<file path="src/rtl/axi_lite_csr_pkg.sv">
// Shared definitions for the AXI4-Lite to CSR strobe bridge: response codes,
// the access FSM states and the address alignment helper.
package axi_lite_csr_pkg;

    localparam logic [1:0] OKAY   = 2'b00;
    localparam logic [1:0] SLVERR = 2'b10;

    typedef enum logic [2:0] {
        IDLE,
        WR,
        RD_WAIT,
        BRSP,
        RRSP
    } csr_state_e;

    // Number of low address bits that must be zero for a full-word access.
    function automatic int alignBits(input int dataWidth);
        return $clog2(dataWidth / 8);
    endfunction

endpackage

</file>
<file path="src/rtl/axi_lite_csr_slot.sv">
// One-entry holding register for an AXI channel. Ready is registered and is
// high exactly when the slot is empty; the owner empties it with a one-cycle
// clear pulse once the matching response has been raised.
module axi_lite_csr_slot
    import axi_lite_csr_pkg::*;
#(
    parameter int WIDTH = 32
) (
    input  logic             i_clk,
    input  logic             i_reset,
    input  logic             i_valid,
    input  logic [WIDTH-1:0] i_data,
    output logic             o_ready,
    input  logic             i_clear,
    output logic             o_full,
    output logic [WIDTH-1:0] o_data
);

    logic             r_full;
    logic             r_ready;
    logic [WIDTH-1:0] r_data;

    // Capture on handshake, drop on clear; ready tracks the next empty state.
    always_ff @(posedge i_clk) begin
        if (i_reset) begin
            r_full  <= 1'b0;
            r_ready <= 1'b0;
            r_data  <= '0;
        end else if (i_valid && r_ready) begin
            r_full  <= 1'b1;
            r_ready <= 1'b0;
            r_data  <= i_data;
        end else if (i_clear) begin
            r_full  <= 1'b0;
            r_ready <= 1'b1;
        end else begin
            r_ready <= !r_full;
        end
    end

    assign o_ready = r_ready;
    assign o_full  = r_full;
    assign o_data  = r_data;

endmodule

</file>
<file path="src/rtl/axi_lite_csr_bridge.sv">
// AXI4-Lite slave that converts bus accesses into single-cycle CSR read and
// write strobes. AW, W and AR are parked in one-entry slots; a small FSM
// arbitrates fairly between a complete write and a pending read, runs one CSR
// access at a time and holds the response until the master takes it.
module axi_lite_csr_bridge
    import axi_lite_csr_pkg::*;
#(
    parameter int          DATA_WIDTH = 32,
    parameter int          ADD_WIDTH  = 8,
    parameter int          RD_LATENCY = 1,
    parameter logic [31:0] BASE_ADDR  = 32'h0
) (
    input  logic                    aclk,
    input  logic                    areset,
    input  logic [31:0]             s_axi_awaddr,
    input  logic                    s_axi_awvalid,
    output logic                    s_axi_awready,
    input  logic [DATA_WIDTH-1:0]   s_axi_wdata,
    input  logic [DATA_WIDTH/8-1:0] s_axi_wstrb,
    input  logic                    s_axi_wvalid,
    output logic                    s_axi_wready,
    output logic [1:0]              s_axi_bresp,
    output logic                    s_axi_bvalid,
    input  logic                    s_axi_bready,
    input  logic [31:0]             s_axi_araddr,
    input  logic                    s_axi_arvalid,
    output logic                    s_axi_arready,
    output logic [DATA_WIDTH-1:0]   s_axi_rdata,
    output logic [1:0]              s_axi_rresp,
    output logic                    s_axi_rvalid,
    input  logic                    s_axi_rready,
    output logic [ADD_WIDTH-1:0]    bram_addr,
    output logic                    bram_wr,
    output logic [DATA_WIDTH-1:0]   bram_wr_data,
    output logic [DATA_WIDTH/8-1:0] bram_wr_be,
    output logic                    bram_rd,
    input  logic [DATA_WIDTH-1:0]   bram_rd_data
);

    localparam int STRB_WIDTH = DATA_WIDTH / 8;
    localparam int ALIGN      = alignBits(DATA_WIDTH);

    logic                             w_awFull;
    logic [31:0]                      w_awAddr;
    logic                             w_wFull;
    logic [DATA_WIDTH+STRB_WIDTH-1:0] w_wSlot;
    logic [DATA_WIDTH-1:0]            w_wData;
    logic [STRB_WIDTH-1:0]            w_wStrb;
    logic                             w_arFull;
    logic [31:0]                      w_arAddr;
    logic                             w_wrElig;
    logic                             w_rdElig;
    logic                             w_grantWr;
    logic                             w_grantRd;
    logic                             w_wrBad;
    logic                             w_rdBad;

    csr_state_e            r_state;
    logic                  r_lastGrantWr;
    logic [2:0]            r_cnt;
    logic                  r_wrClear;
    logic                  r_arClear;
    logic                  r_bvalid;
    logic [1:0]            r_bresp;
    logic                  r_rvalid;
    logic [1:0]            r_rresp;
    logic [DATA_WIDTH-1:0] r_rdata;
    logic [ADD_WIDTH-1:0]  r_bramAddr;
    logic                  r_bramWr;
    logic [DATA_WIDTH-1:0] r_bramWrData;
    logic [STRB_WIDTH-1:0] r_bramWrBe;
    logic                  r_bramRd;

    // An address is rejected when it is outside the window or not word aligned.
    function automatic logic addrBad(input logic [31:0] a);
        return (a[31:ADD_WIDTH] != BASE_ADDR[31:ADD_WIDTH]) || (a[ALIGN-1:0] != '0);
    endfunction

    axi_lite_csr_slot #(.WIDTH(32)) u_awSlot (
        .i_clk   (aclk),
        .i_reset (areset),
        .i_valid (s_axi_awvalid),
        .i_data  (s_axi_awaddr),
        .o_ready (s_axi_awready),
        .i_clear (r_wrClear),
        .o_full  (w_awFull),
        .o_data  (w_awAddr)
    );

    axi_lite_csr_slot #(.WIDTH(DATA_WIDTH + STRB_WIDTH)) u_wSlot (
        .i_clk   (aclk),
        .i_reset (areset),
        .i_valid (s_axi_wvalid),
        .i_data  ({s_axi_wstrb, s_axi_wdata}),
        .o_ready (s_axi_wready),
        .i_clear (r_wrClear),
        .o_full  (w_wFull),
        .o_data  (w_wSlot)
    );

    axi_lite_csr_slot #(.WIDTH(32)) u_arSlot (
        .i_clk   (aclk),
        .i_reset (areset),
        .i_valid (s_axi_arvalid),
        .i_data  (s_axi_araddr),
        .o_ready (s_axi_arready),
        .i_clear (r_arClear),
        .o_full  (w_arFull),
        .o_data  (w_arAddr)
    );

    assign w_wData   = w_wSlot[DATA_WIDTH-1:0];
    assign w_wStrb   = w_wSlot[DATA_WIDTH +: STRB_WIDTH];
    assign w_wrElig  = w_awFull && w_wFull;
    assign w_rdElig  = w_arFull;
    assign w_grantWr = w_wrElig && (!w_rdElig || !r_lastGrantWr);
    assign w_grantRd = w_rdElig && !w_grantWr;
    assign w_wrBad   = addrBad(w_awAddr);
    assign w_rdBad   = addrBad(w_arAddr);

    // Access FSM: grant, issue one CSR strobe, wait for read data, hold response.
    always_ff @(posedge aclk) begin
        if (areset) begin
            r_state       <= IDLE;
            r_lastGrantWr <= 1'b0;
            r_cnt         <= '0;
            r_wrClear     <= 1'b0;
            r_arClear     <= 1'b0;
            r_bvalid      <= 1'b0;
            r_bresp       <= OKAY;
            r_rvalid      <= 1'b0;
            r_rresp       <= OKAY;
            r_rdata       <= '0;
            r_bramAddr    <= '0;
            r_bramWr      <= 1'b0;
            r_bramWrData  <= '0;
            r_bramWrBe    <= '0;
            r_bramRd      <= 1'b0;
        end else begin
            r_bramWr  <= 1'b0;
            r_bramRd  <= 1'b0;
            r_wrClear <= 1'b0;
            r_arClear <= 1'b0;
            case (r_state)
                IDLE: begin
                    if (w_grantWr) begin
                        r_lastGrantWr <= 1'b1;
                        if (w_wrBad) begin
                            r_bvalid  <= 1'b1;
                            r_bresp   <= SLVERR;
                            r_wrClear <= 1'b1;
                            r_state   <= BRSP;
                        end else begin
                            r_bramAddr   <= w_awAddr[ADD_WIDTH-1:0];
                            r_bramWrData <= w_wData;
                            r_bramWrBe   <= w_wStrb;
                            r_bramWr     <= |w_wStrb;
                            r_state      <= WR;
                        end
                    end else if (w_grantRd) begin
                        r_lastGrantWr <= 1'b0;
                        if (w_rdBad) begin
                            r_rvalid  <= 1'b1;
                            r_rresp   <= SLVERR;
                            r_rdata   <= '0;
                            r_arClear <= 1'b1;
                            r_state   <= RRSP;
                        end else begin
                            r_bramAddr <= w_arAddr[ADD_WIDTH-1:0];
                            r_bramRd   <= 1'b1;
                            r_cnt      <= 3'(RD_LATENCY);
                            r_state    <= RD_WAIT;
                        end
                    end
                end
                WR: begin
                    r_bvalid  <= 1'b1;
                    r_bresp   <= OKAY;
                    r_wrClear <= 1'b1;
                    r_state   <= BRSP;
                end
                RD_WAIT: begin
                    if (r_cnt == 3'd0) begin
                        r_rdata   <= bram_rd_data;
                        r_rvalid  <= 1'b1;
                        r_rresp   <= OKAY;
                        r_arClear <= 1'b1;
                        r_state   <= RRSP;
                    end else begin
                        r_cnt <= r_cnt - 3'd1;
                    end
                end
                BRSP: begin
                    if (s_axi_bready) begin
                        r_bvalid <= 1'b0;
                        r_state  <= IDLE;
                    end
                end
                RRSP: begin
                    if (s_axi_rready) begin
                        r_rvalid <= 1'b0;
                        r_state  <= IDLE;
                    end
                end
                default: r_state <= IDLE;
            endcase
        end
    end

    assign s_axi_bvalid = r_bvalid;
    assign s_axi_bresp  = r_bresp;
    assign s_axi_rvalid = r_rvalid;
    assign s_axi_rresp  = r_rresp;
    assign s_axi_rdata  = r_rdata;
    assign bram_addr    = r_bramAddr;
    assign bram_wr      = r_bramWr;
    assign bram_wr_data = r_bramWrData;
    assign bram_wr_be   = r_bramWrBe;
    assign bram_rd      = r_bramRd;

endmodule

</file>
<file path="config.mk">
export PLATFORM = sky130hd
export DESIGN_NAME = axi_lite_csr_bridge
export DESIGN_NICKNAME = d
export VERILOG_FILES = /design/src/rtl/axi_lite_csr_pkg.sv /design/src/rtl/axi_lite_csr_slot.sv /design/src/rtl/axi_lite_csr_bridge.sv
export SDC_FILE = /design/constraint.sdc
export NUM_CORES = 1
export LEC_CHECK = 0
export BUFFER_PORTS_ARGS = -buffer_cell sky130_fd_sc_hd__buf_4
export CAP_MARGIN = 20
export CELL_PAD_IN_SITES_DETAIL_PLACEMENT = 1
export CELL_PAD_IN_SITES_GLOBAL_PLACEMENT = 2
export CORE_MARGIN = 2
export CORE_UTILIZATION = 35
export DETAILED_ROUTE_END_ITERATION = 7
export PLACE_DENSITY_LB_ADDON = 0.1
export SKIP_LAST_GASP = 1
export SYNTH_ARGS = -nofsm -noshare
export SYNTH_HDL_FRONTEND = slang
export SYNTH_HIERARCHICAL = 1
export SYNTH_SLANG_ARGS = --single-unit
export TNS_END_PERCENT = 50
</file>
<file path="constraint.sdc">
create_clock -name aclk -period 3.81 [get_ports aclk]
set_input_delay 0.381 -clock aclk [delete_from_list [all_inputs] [get_ports aclk]]
set_output_delay 0.381 -clock aclk [all_outputs]
set_load 0.02 [all_outputs]
</file>
==> metrics.md, run 1 <==
| Metric | Value |
|---|---|
| Die area | `25430 sq um` |
| Clock sink count | `197` |
| Arrival time at the worst endpoint | `2610 ps` |
| Startpoint type of the worst setup path | `flop` |
| Unrepaired setup endpoints after global routing | `no` |
| Core Footprint | `23610 sq um` |
| Synth top area cells | `dfxtp_1 47%, a21bo_1 8.4%, a21oi_2 7.0%, nand3_1 6.2%, mux2i_1 4.3%` |
| Worst-path clk slew | `80 ps` |
| Largest net degree at the start of global routing | `75` |
| Synth Area in Compound Gates | `26.83%` |
| Min-Delay Path Class | `input pin to flop` |
| Final Core Density | `44.77%` |
| PwrDens | `424.1 nW/um^2` |
| CTS resizes | `0` |
| # IOs | `226` |
| CTS Hold Buffers Added | `0` |
| Xor-xnor portion of the synthesized cell area | `0%` |
| Peak fanout along the critical path | `36` |
| Combinational family with the most area after synthesis | `compound AO/OA/AOI/OAI gates` |
| Leading area contributor after synthesis | `dfxtp_1` |
| GP Congestion | `0.7053` |
| DP Wirelength | `14030 microns` |
| First-pass DRT Iterations | `4` |
| Clk_lat worst skew | `430 ps` |
| Post-Route WL | `21630 microns` |
| Avg WL per Cell | `16.35 microns` |
| Share of cells above drive strength 1 | `37.45%` |
| Die W | `159.5 microns` |
| Ys flop type | `dfxtp_1` |
| Critical path type | `flop to flop` |
| Slowest CP cell | `buf_4` |
| Status | `finished clean` |
| Vias in the first global route | `6700` |
| Simple-gate share of the synthesized area | `13.43%` |
| Post-CTS Setup Repair Bufs | `0` |
| CTS tree | `built` |
| Drt drc | `0` |
| Synthesized flop and latch total | `197` |
| EDFF count, synth | `0` |
| Final setup viols | `0` |
| Max clock buf depth | `2` |
| Share of the synthesized area in the top cell type | `46.62%` |
| Post-synth ARST share | `0%` |
| Fin crit period | `2305 ps` |
| Antenna cell count | `0` |
| Final net count | `1133` |
| CP cell instances | `nor4_1 -> nand4_1 -> nor4_4 -> buf_4 -> mux2i_1 -> nor2_1` |
| Met1 Track Usage GR | `23.00%` |
| Total negative slack | `0 ps` |
| Cell Count Post-Placement | `1292` |
| Maximum vdd ir drop | `284.8 uV` |
| Lkg Pwr | `4.120 nW` |
| GRT met3 Usage | `4.611%` |
| Seq/Total Area, Yosys | `46.62%` |
| Vias/cell | `4.959` |
| Synth cell types | `51` |
| Mux cell area share after synthesis | `5.325%` |
| Max Cap Viol | `0` |
| Avg Inst Size Synth | `10.29 sq um` |
| Row Count | `56` |
| GR Overflow Total | `0` |
| GRT Total Usage | `16.95%` |
| Post-route clock period utilization | `60.49%` |
| Synth Area in Adders | `0.2958%` |
| Vias after detailed routing | `6561` |
| Post-synthesis instance area | `8459 sq um` |
| Die height | `159.5 microns` |
| Critical Path Max Stage Delay | `570 ps` |
| Highest Clock Rate | `0.4339 GHz` |
| Cts bufs inserted | `17` |
| Commonest cells after routing, fill and taps aside | `229 x buf_4, 194 x dfxtp_1, 105 x nand3_1, 71 x a21bo_1, 69 x a21oi_2` |
| Ys Warns | `6` |
| Commonest non-fill, non-tap cell in the layout | `buf_4` |
| Crit. End Element | `flop` |
| Iter 0 DRT Violations | `357` |
| Initial Util | `35.83%` |
| Met2 Track Usage GR | `26.96%` |
| Grt peak-use layer | `met2` |
| Area grow syn2layout | `24.97%` |
| Worst-margin pin slew | `1011 ps` |
| First-pass GRT wire length | `35620 microns` |
| Initial antenna violation count | `0` |
| Non-filler cells, final | `1323` |
| H-Tree Depth | `4` |
| Mapped Cells | `822` |
| Final Hold Fails | `0` |
| Clock skew | `14.55 ps` |
| Port Buf Inserts | `223` |
| Fin. max-slew vios | `0` |
| Req. time, crit path | `4120 ps` |
| Rel. slew slack | `32.63%` |
| Post-DRT Antenna Nets | `0` |
| Clk root buf | `clkbuf_16` |
-- logic make-up (layout without fill, tap and decap cells) --
| family | count (synthesis) | in the layout |
|---|---|---|
| mux | 42 | 42 |
| fa+ha+maj | 2 | 2 |
| other cells | 1 | 2 |
| compound gates | 268 | 268 |
| simple gates | 226 | 226 |
| buf+inv | 86 | 267 |
| flops | 197 | 197 |
-- final cells by class --
class | count | area (sq um)
Tap cell | 319 | 399.1
Inverter | 5 | 18.77
Timing Repair Buffer | 231 | 1750
Sequential cell | 197 | 3948
Clock buffer | 18 | 439.2
Multi-Input combinational cell | 540 | 3901
Clock inverter | 13 | 115.1
Fill cell | 2680 | 13040
-- flip-flops by register name (all words and copies together), names as in the netlist, 3 cells and up --
signal and count:
r_cnt 3, u_arSlot/o_data 32, bram_wr_be 4, s_axi_rdata 32, r_state 3, bram_wr_data 32
bram_addr 8, u_awSlot/o_data 32, u_wSlot/o_data 36
-- worst max-delay path: cells and delay by family (launching register included) --
| family | cells | cell delay (ps) |
|---|---|---|
| AND/OR/NAND/NOR | 4 | 990 |
| flip-flops | 1 | 310 |
| multiplexers | 1 | 270 |
| buffers and inverters | 1 | 570 |
-- synthesized netlist by cell type (all sizes together), types with 2 or more instances --
cell,n
or2,3
and3b,3
o211ai,2
clkbuf,11
a22o,32
ha,2
nand2,27
dfxtp,197
a21oi,119
nand2b,4
a21bo,100
o21ai,2
buf,70
mux2,6
a31oi,2
nor4,15
nor3b,3
nor3,5
nand3,106
nor2,46
nor2b,6
mux2i,36
nand4,3
a21o,2
inv,4
a211oi,3
-- worst paths after layout --
| kind | start | to | slack [ps] | cells past startpoint |
|---|---|---|---|---|
| min | bram_rd_data[29] | s_axi_rdata[29] | 160 | 2 |
| max reg2reg | u_awSlot/o_data[10] | bram_wr_data[22] | 1510 | 6 |
| max | u_awSlot/o_data[10] | bram_wr_data[22] | 1510 | 6 |
| min reg2reg | s_axi_rvalid | s_axi_rvalid | 470 | 2 |
-- routing by layer --
metal | routed length [microns] | vias up
li1 | - | 3273
met1 | 10370 | 3135
met4 | 176 | 0
met5 | 0 | -
met3 | 1178 | 14
met2 | 9900 | 139
-- metrics by stage --
step / area, sq um / setup slack (ps) / hold WS [ps] / total power [mW]
after floorplan: 8463 / 2055 / 454.1 / 2.614
final: 10570 / 1505 / 160.8 / 4.483
after global routing: 10570 / 1274 / 147.5 / 4.707
after CTS: 10570 / 1427 / 141.1 / 4.552
after global placement: 10020 / 1516 / 451.1 / 2.800
after detailed placement: 10020 / 1443 / 456.2 / 2.805
-- report_power, final --
group	internal, mW	total [mW]	switching, mW
registers	2.13	2.22	0.0831
logic	0.250	0.534	0.283
clock network	0.874	1.73	0.859
total	3.26	4.48	1.23
Note: power is estimated with default switching activity, not from simulation.
==> run 2: changes to the inputs <==
--- a/config.mk
+++ b/config.mk
@@ -10,7 +10,7 @@
 export CELL_PAD_IN_SITES_DETAIL_PLACEMENT = 1
 export CELL_PAD_IN_SITES_GLOBAL_PLACEMENT = 2
 export CORE_MARGIN = 2
-export CORE_UTILIZATION = 35
+export CORE_UTILIZATION = 29
 export DETAILED_ROUTE_END_ITERATION = 7
 export PLACE_DENSITY_LB_ADDON = 0.1
 export SKIP_LAST_GASP = 1
==> constraint.sdc (replaced) <==
create_clock -name aclk -period 1.91 [get_ports aclk]
set_input_delay 0.191 -clock aclk [delete_from_list [all_inputs] [get_ports aclk]]
set_output_delay 0.191 -clock aclk [all_outputs]
set_load 0.02 [all_outputs]
==> metrics.md, run 2 (synthesis results as in run 1) <==
| Metric | Value |
|---|---|
| Status | `finished with violations` |
| Failing checks | `negative setup slack` |
| Commonest cells after routing, fill and taps aside | `242 x buf_4, 191 x dfxtp_1, 104 x nand3_1, 71 x a21bo_1, 70 x a21oi_2` |
| Row Count | `62 (+11%)` |
| Crit. End Element | `flop` |
| Clock skew | `16.89 ps (+2.338 ps)` |
| Initial Util | `29.47% (-6.4 points)` |
| DP Wirelength | `15010 microns (+7.0%)` |
| GRT Total Usage | `15.08% (-1.9 points)` |
| Clk_lat worst skew | `430 ps (about the same)` |
| Highest Clock Rate | `0.5142 GHz (+19%)` |
| Largest net degree at the start of global routing | `67 (-11%)` |
| Final Hold Fails | `0 (unchanged)` |
| Hold Crit Start | `s_axi_araddr[15]` |
| Area grow syn2layout | `39.58%` |
| Worst Setup Slack, final | `-34.65 ps (-1540 ps)` |
| Iter 0 DRT Violations | `302 (-15%)` |
| Vias after detailed routing | `6855 (+4.5%)` |
| RR Endpoint | `bram_wr_data[19]` |
| Cts bufs inserted | `17 (unchanged)` |
| GR Overflow Total | `0 (unchanged)` |
| Share of cells above drive strength 1 | `38.79% (+1.3 points)` |
| Setup WS pre-CTS | `-241.5 ps (-1685 ps)` |
| Final net count | `1221 (+7.8%)` |
| Rel. slew slack | `55.60% (+23 points)` |
| Drt drc | `0 (unchanged)` |
| Vias in the first global route | `6936 (+3.5%)` |
| # fillers | `3189 (+19%)` |
| Avg WL per Cell | `15.98 microns (-2.2%)` |
| First-pass GRT wire length | `37470 microns (+5.2%)` |
| Die W | `174.8 microns (+9.6%)` |
| GP Congestion | `0.6881 (-2.4%)` |
| Min-Delay Path Class | `input pin to flop` |
| Total negative slack | `-583.9 ps (-583.9 ps)` |
| Core Footprint | `28700 sq um (+22%)` |
| Fin. max-slew vios | `0 (unchanged)` |
| R2R Path Start | `u_awSlot/o_data[10]` |
| Vias/cell | `4.641 (-6.4%)` |
| First-pass DRT Iterations | `4 (unchanged)` |
| Hold Path Sink | `u_arSlot/o_data[15]` |
| Hold Path Stages | `3 (+1)` |
| Commonest non-fill, non-tap cell in the layout | `buf_4` |
| Worst hold slack | `24.51 ps (-136.3 ps)` |
| # IOs | `226 (unchanged)` |
| Post-route clock period utilization | `101.8% (+41 points)` |
| Worst-margin pin slew | `666.0 ps (-344.5 ps)` |
| Die height | `174.8 microns (+9.6%)` |
| Unrepaired setup endpoints after global routing | `yes` |
| Critical path type | `flop to flop` |
| Footprint of the multi-input gates | `3995 sq um (+2.4%)` |
| Maximum vdd ir drop | `601.2 uV (+110%)` |
| Arrival time at the worst endpoint | `2250 ps (-360 ps)` |
| Peak fanout along the critical path | `6 (-83%)` |
| Initial antenna violation count | `0 (unchanged)` |
| Total power | `9.426 mW (+110%)` |
| PwrDens | `798.3 nW/um^2 (+88%)` |
| Final setup viols | `29 (+29)` |
| Post-Route WL | `23610 microns (+9.2%)` |
| R2R depth | `9 (+3)` |
| H-Tree Depth | `4 (unchanged)` |
| Req. time, crit path | `2220 ps (-1900 ps)` |
| Clk root buf | `clkbuf_16` |
| Worst-path clk slew | `80 ps (about the same)` |
| Register area | `3951 sq um (about the same)` |
| Max clock buf depth | `2 (unchanged)` |
| Antenna cell count | `0 (unchanged)` |
| CTS tree | `built` |
| FF-to-FF setup slack | `-30 ps (-1540 ps)` |
| Startpoint type of the worst setup path | `flop` |
| Die area | `30550 sq um (+20%)` |
| Lkg Pwr | `4.626 nW (+12%)` |
| Fin crit period | `1945 ps (-360.1 ps)` |
| Port Buf Inserts | `223 (unchanged)` |
| Post-DRT Antenna Nets | `0 (unchanged)` |
| Max FFs per register | `36 (unchanged)` |
| Clock sink count | `197 (unchanged)` |
| Max Cap Viol | `0 (unchanged)` |
run 2: stage by stage:
stage	util [%]	instance area [sq um]	instances
after floorplan	-	8463	823
after global placement	36.25	10400	1381
after detailed placement	36.25	10400	1381
after CTS	40.73	11690	1474
after global routing	41.14	11810	1477
final	41.14	11810	1477
run 2: critical path: stages (launching register included):
cell	delay, ps
dfxtp_2	340
nor4_4	300
nand4_1	140
buf_6	150
nor4_4	210
buf_6	160
buf_6	120
clkbuf_16	160
mux2i_1	180
nor2_1	50
run 2: what timing repair did:
| item | CTS | global route |
|---|---|---|
| endpoints found under the hold margin | 57 | 0 |
| endpoints found under the setup margin | 50 | 77 |
| hold buffers | 57 | 0 |
| buffers inserted | 3 | 1 |
| gates resized for setup | 12 | 14 |
| cloned | 1 | 2 |
| pin swaps | 6 | 10 |
run 2: report_power, final:
group          leakage, nW  switching [mW]  internal, mW  total [mW]
Clock                0.295            1.77          1.91        3.68
Combinational         2.73           0.698         0.696        1.39
Sequential            1.60          0.0944          4.26        4.35
Total                 4.63            2.56          6.87        9.43
run 2: layer usage:
metal	vias to the layer above	global-route usage, %	wire [microns]
met1	3245	19.89	11250
met3	17	3.655	1151
met2	138	24.59	10970
met5	-	0	0
li1	3455	-	-
met4	0	4.167	240
run 2: how the worst max path moves through the flow:
stage / end / from / cells after the start
2_1_floorplan: bram_addr[2] / u_awSlot/o_data[15] / 5
3_3_place_gp: bram_addr[2] / u_awSlot/o_data[9] / 6
3_5_place_dp: bram_addr[2] / u_awSlot/o_data[9] / 6
4_1_cts: bram_wr_data[23] / u_awSlot/o_data[28] / 8
5_1_grt: bram_wr_be[3] / u_awSlot/o_data[10] / 9
6_report: bram_wr_data[19] / u_awSlot/o_data[10] / 9
run 2: cell type report:
type	count	area share, %
inverter	5	0.1589
clock inverter	13	1.335
multi-input combinational	540	33.83
clock buffer	19	3.751
timing repair buffer	319	23.39
sequential	197	33.46
tap	384	4.069
==> run 3: changes to the inputs <==
--- a/config.mk
+++ b/config.mk
@@ -6,11 +6,10 @@
 export NUM_CORES = 1
 export LEC_CHECK = 0
 export BUFFER_PORTS_ARGS = -buffer_cell sky130_fd_sc_hd__buf_4
-export CAP_MARGIN = 20
 export CELL_PAD_IN_SITES_DETAIL_PLACEMENT = 1
 export CELL_PAD_IN_SITES_GLOBAL_PLACEMENT = 2
 export CORE_MARGIN = 2
-export CORE_UTILIZATION = 29
+export CORE_UTILIZATION = 35
 export DETAILED_ROUTE_END_ITERATION = 7
 export PLACE_DENSITY_LB_ADDON = 0.1
 export SKIP_LAST_GASP = 1
==> constraint.sdc (replaced) <==
create_clock -name aclk -period 2.5 [get_ports aclk]
set_input_delay 0.25 -clock aclk [delete_from_list [all_inputs] [get_ports aclk]]
set_output_delay 0.25 -clock aclk [all_outputs]
set_load 0.02 [all_outputs]
==> metrics.md, run 3 (synthesis results as in run 1) <==
| Metric | Value |
|---|---|
| PwrDens | `652.1 nW/um^2 (-18%)` |
| Max clock buf depth | `2 (unchanged)` |
| Peak fanout along the critical path | `32 (+26)` |
| Vias after detailed routing | `6557 (-4.3%)` |
| Area grow syn2layout | `26.28%` |
| Final setup viols | `0 (-100%)` |
| Req. time, crit path | `2870 ps (+650 ps)` |
| Maximum vdd ir drop | `375.8 uV (-37%)` |
| Largest net degree at the start of global routing | `74 (+10%)` |
| Post-route clock period utilization | `86.88% (-15 points)` |
| Cts bufs inserted | `17 (unchanged)` |
| GRT Total Usage | `16.54% (+1.5 points)` |
| Commonest non-fill, non-tap cell in the layout | `buf_4` |
| # fillers | `2663 (-16%)` |
| Vias in the first global route | `6554 (-5.5%)` |
| Initial Util | `35.83% (+6.4 points)` |
| Arrival time at the worst endpoint | `2540 ps (+290 ps)` |
| Iter 0 DRT Violations | `360 (+19%)` |
| Status | `finished clean` |
| Crit. Startpoint | `r_state[1]` |
| Cell Count Post-Placement | `1296 (-6.2%)` |
| Rel. slew slack | `50.74% (-4.9 points)` |
| CTS Hold Buffers Added | `0 (-100%)` |
| Core Footprint | `23610 sq um (-18%)` |
| Max Cap Viol | `0 (unchanged)` |
| Highest Clock Rate | `0.4604 GHz (-10%)` |
| Startpoint type of the worst setup path | `flop` |
| H-Tree Depth | `4 (unchanged)` |
| Port Buf Inserts | `223 (unchanged)` |
| Post-route cell area | `10680 sq um (-9.5%)` |
| Row Count | `56 (-9.7%)` |
| CTS tree | `built` |
| Die W | `159.5 microns (-8.8%)` |
| Lkg Pwr | `4.175 nW (-9.8%)` |
| Max FFs per register | `36 (unchanged)` |
| Total negative slack | `0 ps (+583.9 ps)` |
| Share of cells above drive strength 1 | `37.66% (-1.1 points)` |
| # IOs | `226 (unchanged)` |
| Die area | `25430 sq um (-17%)` |
| Clock sink count | `197 (unchanged)` |
| Clk root buf | `clkbuf_16` |
| Final Hold Fails | `0 (unchanged)` |
| Vias/cell | `4.938 (+6.4%)` |
| Crit. End Element | `flop` |
| First-pass GRT wire length | `34720 microns (-7.3%)` |
| Fin. max-slew vios | `0 (unchanged)` |
| Worst hold slack | `34.43 ps (+9.922 ps)` |
| Die height | `159.5 microns (-8.8%)` |
| Worst-margin pin slew | `738.9 ps (+72.91 ps)` |
| GP Congestion | `0.7069 (+2.7%)` |
| Post-Route WL | `21490 microns (-9.0%)` |
| Avg WL per Cell | `16.18 microns (+1.2%)` |
| Non-filler cells, final | `1328 (-10%)` |
| DP Wirelength | `14200 microns (-5.4%)` |
| R2R Path Start | `r_state[1]` |
| Final Core Density | `45.24% (+4.1 points)` |
| Clock skew | `11.03 ps (-5.862 ps)` |
| Hold Crit Start | `bram_rd_data[13]` |
| Commonest cells after routing, fill and taps aside | `230 x buf_4, 194 x dfxtp_1, 105 x nand3_1, 71 x a21bo_1, 69 x a21oi_2` |
| Critical path type | `flop to flop` |
| Placed Area | `10080 sq um (-3.1%)` |
| Min-Delay Path Class | `input pin to flop` |
| Post-CTS Setup Repair Bufs | `0 (-3)` |
| Worst-path clk slew | `80 ps (about the same)` |
| GR Overflow Total | `0 (unchanged)` |
| CTS resizes | `0 (-12)` |
| Drt drc | `0 (unchanged)` |
| Antenna cell count | `0 (unchanged)` |
| Fin crit period | `2172 ps (+227.5 ps)` |
| Final net count | `1137 (-6.9%)` |
| Initial antenna violation count | `0 (unchanged)` |
| Clk_lat worst skew | `430 ps (about the same)` |
| First-pass DRT Iterations | `4 (unchanged)` |
| Post-DRT Antenna Nets | `0 (unchanged)` |
| Unrepaired setup endpoints after global routing | `no` |
## run 3: cell types whose count changed in the layout (fill, tap and decap cells not counted), moves of 4 or more
cell / previous run / this run
buf_12: 12 / 4
dlygate4sd3_1: 57 / 0
nor4_2: 6 / 0
buf_6: 5 / 1
nor4_1: 6 / 14
buf_4: 242 / 230
## run 3: layout make-up
class,instances,area [sq um],area share [%]
timing repair buffer,235,1818,17.02
tap,319,399.1,3.736
clock inverter,12,141.4,1.324
sequential,197,3948,36.95
multi-input combinational,540,3901,36.52
inverter,5,18.77,0.1757
clock buffer,20,456.7,4.275
## run 3: where the power goes
part	total [mW]	switching (mW)	internal, mW
Sequential	3.34	0.0917	3.25
Clock	2.76	1.29	1.47
Combinational	0.859	0.466	0.393
## run 3: final timing paths
kind	cells past startpoint	end	slack (ps)
hold / removal	2	s_axi_rdata[13]	30
setup / recovery	7	s_axi_rdata[15]	330
setup reg to reg	7	s_axi_rdata[15]	330
hold reg to reg	2	s_axi_bvalid	460
## run 3: worst max-delay path, stage by stage (launching register included)
cell      delay [ps]
dfxtp_1          600
clkinv_1         300
buf_4            230
nor3_2           250
nand2_1          100
nor2_2            80
buf_4            340
a22o_1           210
## run 3: metrics by stage
step           power, mW  setup WS, ps
2_1_floorplan      3.984         745.3
3_3_place_gp       4.279         376.3
3_5_place_dp       4.285         345.1
4_1_cts            7.088         322.8
5_1_grt            7.295         206.6
6_report           6.966         327.9
## run 3: metal layers
layer / wire length (microns) / track usage, %
met2: 9906 / 26.94
met1: 10290 / 21.83
met4: 123 / 3.099
met3: 1169 / 5.001
met5: 0 / 0
